$ cat src/rtl/fpro_timer_core.sv
// fpro_timer_core: free-running up-counter occupying one FPro MMIO slot.
// A high-word shadow latch gives a coherent wide count read: reading CNT_LO
// captures the upper bits of the same count value, and CNT_HI returns them.
// Optional feature macro TIMER_CMP_EN adds a compare register, a sticky
// compare-match interrupt flag (W1C via STATUS) and periodic reload.
module fpro_timer_core #(
  parameter int CNT_W = 48
) (
  input  logic        clk,
  input  logic        reset,
  input  logic        cs,
  input  logic        read,
  input  logic        write,
  input  logic [4:0]  addr,
  input  logic [31:0] wr_data,
  output logic [31:0] rd_data,
  output logic        irq
);

  localparam int HI_W = CNT_W - 32;

  logic             wr_en;
  logic             rd_en;
  logic             wr_ctrl;
  logic             match;
  logic [CNT_W-1:0] count_reg;
  logic [CNT_W-1:0] count_next;
  logic             go_reg;
  logic             reload_reg;
  logic [HI_W-1:0]  shadow_reg;
  logic             unused_bits;

  assign wr_en   = cs & write;
  assign rd_en   = cs & read;
  assign wr_ctrl = wr_en && (addr == 5'd2);

  // Upper write-data bits are only partly decoded; fold them into a sink.
  assign unused_bits = ^wr_data;

`ifdef TIMER_CMP_EN
  logic [CNT_W-1:0] cmp_reg;
  logic             irq_flag_reg;

  assign match = go_reg && (count_reg == cmp_reg);
  assign irq   = irq_flag_reg;

  // Compare register: low word at CMP_LO, remaining upper bits at CMP_HI.
  always_ff @(posedge clk or posedge reset) begin
    if (reset) begin
      cmp_reg <= '1;
    end else if (wr_en && (addr == 5'd3)) begin
      cmp_reg[31:0] <= wr_data;
    end else if (wr_en && (addr == 5'd4)) begin
      cmp_reg[CNT_W-1:32] <= wr_data[HI_W-1:0];
    end
  end

  // Sticky match flag; a match on the same edge as a W1C keeps it set.
  always_ff @(posedge clk or posedge reset) begin
    if (reset) begin
      irq_flag_reg <= 1'b0;
    end else if (match) begin
      irq_flag_reg <= 1'b1;
    end else if (wr_en && (addr == 5'd5) && wr_data[0]) begin
      irq_flag_reg <= 1'b0;
    end
  end
`else
  assign match = 1'b0;
  assign irq   = 1'b0;
`endif

  // Next count: clear beats reload, reload beats increment.
  always_comb begin
    count_next = count_reg;
    if (wr_ctrl && wr_data[1]) begin
      count_next = '0;
    end else if (match && reload_reg) begin
      count_next = '0;
    end else if (go_reg) begin
      count_next = count_reg + CNT_W'(1);
    end
  end

  // Counter state and control bits.
  always_ff @(posedge clk or posedge reset) begin
    if (reset) begin
      count_reg  <= '0;
      go_reg     <= 1'b0;
      reload_reg <= 1'b0;
    end else begin
      count_reg <= count_next;
      if (wr_ctrl) begin
        go_reg     <= wr_data[0];
        reload_reg <= wr_data[2];
      end
    end
  end

  // Shadow captures the upper count bits alongside each CNT_LO read.
  always_ff @(posedge clk or posedge reset) begin
    if (reset) begin
      shadow_reg <= '0;
    end else if (rd_en && (addr == 5'd0)) begin
      shadow_reg <= count_reg[CNT_W-1:32];
    end
  end

  // Combinational read mux, independent of the read strobe.
  always_comb begin
    rd_data = 32'd0;
    case (addr)
      5'd0: rd_data = count_reg[31:0];
      5'd1: rd_data = 32'(shadow_reg);
      5'd2: rd_data = {29'd0, reload_reg, 1'b0, go_reg};
`ifdef TIMER_CMP_EN
      5'd3: rd_data = cmp_reg[31:0];
      5'd4: rd_data = 32'(cmp_reg[CNT_W-1:32]);
      5'd5: rd_data = {31'd0, irq_flag_reg};
`endif
      default: rd_data = 32'd0;
    endcase
  end

endmodule

$ cat config.mk
export PLATFORM = sky130hd
export DESIGN_NAME = fpro_timer_core
export DESIGN_NICKNAME = d
export VERILOG_FILES = /design/src/rtl/fpro_timer_core.sv
export SDC_FILE = /design/constraint.sdc
export NUM_CORES = 1
export LEC_CHECK = 0
export CAP_MARGIN = 25
export CORE_MARGIN = 2
export CORE_UTILIZATION = 26
export DETAILED_ROUTE_END_ITERATION = 8
export PLACE_DENSITY_LB_ADDON = 0.05
export SYNTH_ARGS = -nofsm -noshare
export SYNTH_HDL_FRONTEND = slang
export SYNTH_SLANG_ARGS = --single-unit
$ cat constraint.sdc
create_clock -name clk -period 6 [get_ports clk]
set_input_delay 1.2 -clock clk [delete_from_list [all_inputs] [get_ports clk]]
set_output_delay 1.2 -clock clk [all_outputs]
set_load 0.05 [all_outputs]
Word level (Yosys, flattened, before mapping)

Index checks and enable logic that the tools add are counted.

Register bits after elaboration: 66
Output and inout port bits: 33
Word-level logic and storage cells: 17

Equality and inequality tests: 2
Muxes and demuxes: 3
Add/subtract/negate cells: 1
Bitwise logic cells: 2
Reduce and logical (&&, ||, !) cells: 5

Operators by type and width:

| cell                    | number |
|---|---|
| $mux W48                | 2 |
| $pmux W32 S3            | 1 |
| $add A48 B1 Y48 const B | 1 |
| $eq A5 B1 Y1 const B    | 1 |
| $eq A5 B2 Y1 const B    | 1 |
| $logic_not A5 Y1        | 1 |
| $logic_and A1 B1 Y1     | 3 |
| $and A1 B1 Y1           | 2 |
| $reduce_bool A2 Y1      | 1 |

Longest topological paths before layout

Gate-level depths: netlist of the first run.

Depth in word-level cells: 4
Gate-level depth with buffers: 8
Gate-level depth less buffers: 6

Least setup slack after synthesis of the first run

No wires, ideal clock.

Path kind: input port to output port
Start point: in addr[0]
End point: out rd_data[16]
Path slack: 1889 ps
Data required time: 4800 ps
Arrival time: 2911 ps
Path buffers: 2
Stages: 3
Path through: clkbuf_1 -> clkbuf_1 -> nor3_1

Word-level cells in the longest chain between the ends: 2
Elaborated cells between the ends (all ways): 4
Those cells by class: eq/ne (2); mux (1); reduce/logical (1)

RTL lines:

| element                              | RTL line | RTL |
|---|---|---|
| start: declaration                   | 14       | `input logic [4:0] addr,` |
| $eq A5 B2 Y1 (tied with other cells) | 112      | `case (addr)` |
| $pmux W32 S3 (*)                     | 112      |  |
| end: declaration                     | 16       | `output logic [31:0] rd_data,` |

Every way passes the cells marked *; elsewhere a longest branch is shown, timed or not.

Worst setup path in the final report of the first run

Start point: in addr[4]
End point: out rd_data[26]

The elaborated chain is that of the path after synthesis.

==> results.yml, run 1 <==
placed_design:
  dp_cells: 580
  dp_hpwl_microns: 6280
  port-buffer-count: 44
  place_congestion: 0.722
synth:
  yosysWarnings: 0
  seq_area_frac_synth: 0.468
  syn_nets: 416
  synth_edf_count: 0
  ys_async_sr_fraction: 1.00
  netlist_area_sq_um: 3530
  ys_ff_latch: 66
  ys.flop_type: "dfrtp_1"
  syn_area_per_cell_sq_um: 9.47
  netlist-cell-type-count: 33
  syn_inst: 373
global_route:
  antenna_found_initial: 0
  grt_max_degree: 67
  grt_pass1_wl_microns: 15600
  grt_pass1_vias: 2804
  grtUsageTotal: 0.140
  grt_overflow: 0
drt:
  first_iter_violations: 135
  dr.pass1.iters: 6
  postRouteAntennaNets: 0
  post_drt_wl_per_cell_microns: 15.7
  viasPerCell: 4.71
  wl_microns: 9360
  drcViolationCount: 0
  vias: 2806
floorplanning:
  die_h_microns: 121
  initial_core_util: 0.267
  coreArea_sq_um: 13200
  rows: 42
  dieArea_sq_um: 14500
  die_x_microns: 121
  io_pins: 75
timing:
  skew_ps: 6.29
  setup_viol: 0
  max_freq_mhz: 198
  slew_viol_final: 0
  relSlewSlack: 0.379
  rsz0062_at_grt: "no"
  fin_setup_tns_ps: 0
  hold_viol_final: 0
  tightest_slew_ps: 923
  min_period_over_period: 0.841
  post-route-min-period_ps: 5050
worst_setup_path:
  path_class: "in2out"
  rrSetupSlack_ps: 3400
  arrival_ps: 3850
  worstPathRequired_ps: 4800
  end_kind: "output pin"
  start_kind: "input port"
  worstPathMaxFanout: 16
pwr:
  ir_drop_mv: 0.101
  p_leak_nw: 1.86
  p_total_w: 0.00128
  p_per_area_nw_per_um2: 287
flow_run:
  max-cap-violations: 0
clock_network:
  h-tree-depth: 3
  clock-sinks: 66
  cts_hold_buf: 0
  cts.repair.resized: 0
  cts-root-buf: "clkbuf_16"
  postCtsSetupRepairBufs: 0
  cts_made_buffers: 9
  clockBufferDepth: 2
  path_clk_slew_ps: 50
  clkLatencyLatePin_ps: 330
  cts_tree: "built"
final_layout:
  fillers: 1385
  area_delta_synth_final_pct: 26.4
  largest_reg_flops: 48
  layout_common_cells: "dfrtp_1, nor2_1, clkdlybuf4s50_1"
  n_antenna_cell: 0
  final_nets: 458
  final_cells: 596
  drive_gt1_frac: 0.100
  final_common_cell: "dfrtp_1"
run_status:
  status: "finished, final reports clean"
min_path:
  holdCritPathClass: "reg2reg"
[cell type report]
class                   count  area [sq um]  area share
clock buffers              12           256      0.0575
flip-flops and latches     66          1650       0.370
repair buffers             50           485       0.109
multi-input cells         282          1780       0.398
well taps                 176           220      0.0493
inverters                   6          22.5     0.00504
clock inverters             4          50.0      0.0112
[cells in the mapped netlist, types with 2 or more instances]
cell type  count  area, sq um
and2_1        18          113
mux2i_1       17          170
mux2_2        17          191
a21oi_1       13         65.1
or4_4          2         22.5
nor2_1        60          225
nand2_1       20         75.1
dfrtp_1       66         1650
clkbuf_1      13         48.8
and4_1         7         61.3
and3_1         6         37.5
buf_2          3         15.0
xor2_1        18          158
nor4_1         2         12.5
nor3_1        13         65.1
nand3_1       21          105
nand4_1       13         81.3
or3_1         14         87.6
buf_1          2         7.51
xnor2_1       17          149
nand2b_1       2         12.5
o21ai_0       12         60.1
inv_1          6         22.5
nor3b_1        2         15.0
[power breakdown]
part           internal (W)  switching (W)
Combinational     0.0000766      0.0000803
Sequential         0.000505      0.0000788
Clock              0.000344       0.000196
[logic make-up (layout without fill, tap and decap cells)]
group           count (synthesis)  in the layout  share of synthesized area
compound gates                 27             27                     0.0408
mux                            34             34                      0.102
simple gates                  184            184                      0.269
fa+ha+maj                       1              1                    0.00354
other cells                     1              1                    0.00106
xor+xnor                       35             35                     0.0868
flops                          66             66                      0.468
buf+inv                        25             72                     0.0287
[worst max-delay path, stage by stage]
cell and delay [ps]:
clkdlybuf4s50_1 420, nor3_1 350, nand2b_1 100, buf_4 220, nor2_1 390, buf_4 250, and2_1 130, clkdlybuf4s50_1 790
[final timing paths]
check / depth (start not counted) / from / endpoint
max reg2reg: 6 / count_reg[0]$_DFFE_PP0P_ / count_reg[44]$_DFFE_PP0P_
min reg2reg: 1 / shadow_reg[1]$_DFFE_PP0P_ / shadow_reg[1]$_DFFE_PP0P_
max in group asynchronous: 3 / reset / count_reg[18]$_DFFE_PP0P_
min in group asynchronous: 3 / reset / count_reg[16]$_DFFE_PP0P_
min: 1 / shadow_reg[1]$_DFFE_PP0P_ / shadow_reg[1]$_DFFE_PP0P_
max: 8 / addr[4] / rd_data[26]
[stage by stage]
stage,hold WS (ps),setup WS (ps),utilization,area [sq um]
final,509,951,0.337,4460
after global routing,531,701,0.337,4460
after CTS,509,867,0.337,4460
after detailed placement,497,869,0.314,4160
after global placement,492,899,0.314,4160
after floorplan,480,1890,-,3530
[layer usage]
metal	wire length [microns]	GRT usage	vias to the layer above
met1	4650	0.194	1364
met4	138	0.0567	0
met5	0	0	-
li1	-	-	1382
met3	374	0.0255	11
met2	4200	0.217	49
(Power assumes the default switching activity.)
==> inputs of run 2 (changes only) <==
==> constraint.sdc (replaced) <==
create_clock -name clk -period 5 [get_ports clk]
set_input_delay 1 -clock clk [delete_from_list [all_inputs] [get_ports clk]]
set_output_delay 1 -clock clk [all_outputs]
set_load 0.05 [all_outputs]
==> run 2 against run 1 <==
- sequential cell count stayed put
- die area did not move
- worst hold slack worse by 2.9 ps
- global-route usage up 0.31 points
- setup slack lost 310 ps
- utilization is 1.4 points higher
- count of clock-buffer cells in the layout fell by 1
- cell count grew 0.34%
==> results.yml, run 2 (synthesized netlist as in run 1, its figures left out) <==
floorplanning:
  rows: 42
  coreArea_sq_um: 13200
  die_x_microns: 121
  io_pins: 75
  initial_core_util: 0.267
  dieArea_sq_um: 14500
  die_h_microns: 121
drt:
  postRouteAntennaNets: 0
  highest_layer: "met4"
  wl_met1_microns: 4590
  first_iter_violations: 118
  viasPerCell: 4.63
  post_drt_wl_per_cell_microns: 15.7
  drcViolationCount: 0
  wl_met3_microns: 412
  wl_microns: 9410
  vias: 2768
  wl_met2_microns: 4290
  dr.pass1.iters: 4
final_layout:
  fillers: 1393
  area_delta_synth_final_pct: 31.7
  drive_gt1_frac: 0.140
  layout_common_cells: "dfrtp_1, nor2_1, clkdlybuf4s50_1"
  largest_reg_flops: 48
  final_area_sq_um: 4650
  final_common_cell: "dfrtp_1"
  n_antenna_cell: 0
  fin_util: 0.351
  final_nets: 460
clock_network:
  path_clk_slew_ps: 60
  clockBufferDepth: 2
  postCtsSetupRepairBufs: 0
  cts-root-buf: "clkbuf_16"
  cts_tree: "built"
  clock-sinks: 66
  cts.repair.resized: 0
  cts_made_buffers: 9
  clkLatencyLatePin_ps: 340
  cts_hold_buf: 0
  h-tree-depth: 3
timing:
  hold_viol_final: 0
  min_period_over_period: 0.872
  max_freq_mhz: 229
  rsz0062_at_grt: "no"
  relSlewSlack: 0.330
  post-route-min-period_ps: 4360
  tightest_slew_ps: 995
  setup_slack_ps: 638
  slew_viol_final: 0
  setup_viol: 0
  fin_setup_tns_ps: 0
  skew_ps: 9.31
worst_setup_path:
  start_kind: "input port"
  rrSetupSlack_ps: 2400
  cp_cell_sequence: "clkdlybuf4s50_1 > nor3_1 > nand2b_1 > buf_4 > nor2_1 > clkdlybuf4s50_1"
  end_kind: "output pin"
  worstPathMaxFanout: 9
  rr_startpoint: "count_reg[0]$_DFFE_PP0P_"
  ff2ff_path_depth: 6
  crit_top_cell: "clkdlybuf4s50_1"
  startpoint: "addr[4]"
  cp_slowest_cell: "clkdlybuf4s50_1"
  worstPathRequired_ps: 4000
  max_stage_delay_ps: 810
  r2r_end: "count_reg[44]$_DFFE_PP0P_"
  arrival_ps: 3360
  path_class: "in2out"
global_route:
  grtUsageTotal: 0.143
  grt_max_degree: 37
  grt_overflow: 0
  grt_pass1_vias: 2832
  grt_pass1_wl_microns: 15700
  antenna_found_initial: 0
run_status:
  status: "finished, final reports clean"
flow_run:
  max-cap-violations: 0
pwr:
  ir_drop_mv: 0.159
  p_per_area_nw_per_um2: 339
  p_leak_nw: 1.95
placed_design:
  dp_slack_ps: 547
  dp_hpwl_microns: 6650
  place_area_sq_um: 4330
  port-buffer-count: 44
  place_congestion: 0.697
min_path:
  worstHoldStart: "shadow_reg[2]$_DFFE_PP0P_"
  min_to: "shadow_reg[2]$_DFFE_PP0P_"
  holdCritPathClass: "reg2reg"
  whs_path_depth: 1
run 2: layer usage:
layer | vias up | GRT usage
met3 | 10 | 0.0486
met1 | 1331 | 0.191
met5 | - | 0
met4 | 0 | 0.0480
met2 | 58 | 0.218
li1 | 1369 | -
run 2: area by class of cell:
cell class                 instances  area [sq um]  area share
clock buffer                      11           243      0.0522
clock inverter                     5          77.6      0.0167
inverter                           6          22.5     0.00484
multi-input combinational        282          1780       0.382
sequential                        66          1650       0.355
tap                              176           220      0.0473
timing repair buffer              52           658       0.142
run 2: power breakdown:
part / leakage [nW] / switching [W] / internal [W] / total (W)
logic: 0.912 / 0.0000948 / 0.0000932 / 0.000188
clock network: 0.156 / 0.000236 / 0.000448 / 0.000684
registers: 0.883 / 0.0000960 / 0.000606 / 0.000702
run 2: how the worst max path moves through the flow:
stage / slack (ps) / cells past startpoint / endpoint
2_1_floorplan: 1290 / 3 / rd_data[16]
3_3_place_gp: 590 / 6 / rd_data[8]
3_5_place_dp: 550 / 6 / rd_data[1]
4_1_cts: 540 / 6 / rd_data[1]
5_1_grt: 360 / 6 / rd_data[1]
6_report: 640 / 6 / rd_data[1]
run 2: per-stage QoR:
| stage | hold slack [ps] | power [W] | cells |
|---|---|---|---|
| CTS | 508 | 0.00160 | 598 |
| global route | 524 | 0.00167 | 598 |
| finish | 506 | 0.00157 | 598 |
| detailed placement | 497 | 0.000903 | 582 |
| floorplan | 480 | 0.000831 | 373 |
| global placement | 493 | 0.000899 | 581 |
run 2: worst max-delay path, delay by kind of cell:
| kind | cells | cell delay (ps) |
|---|---|---|
| buffers and inverters | 3 | 1530 |
| and+or+nand+nor | 3 | 830 |
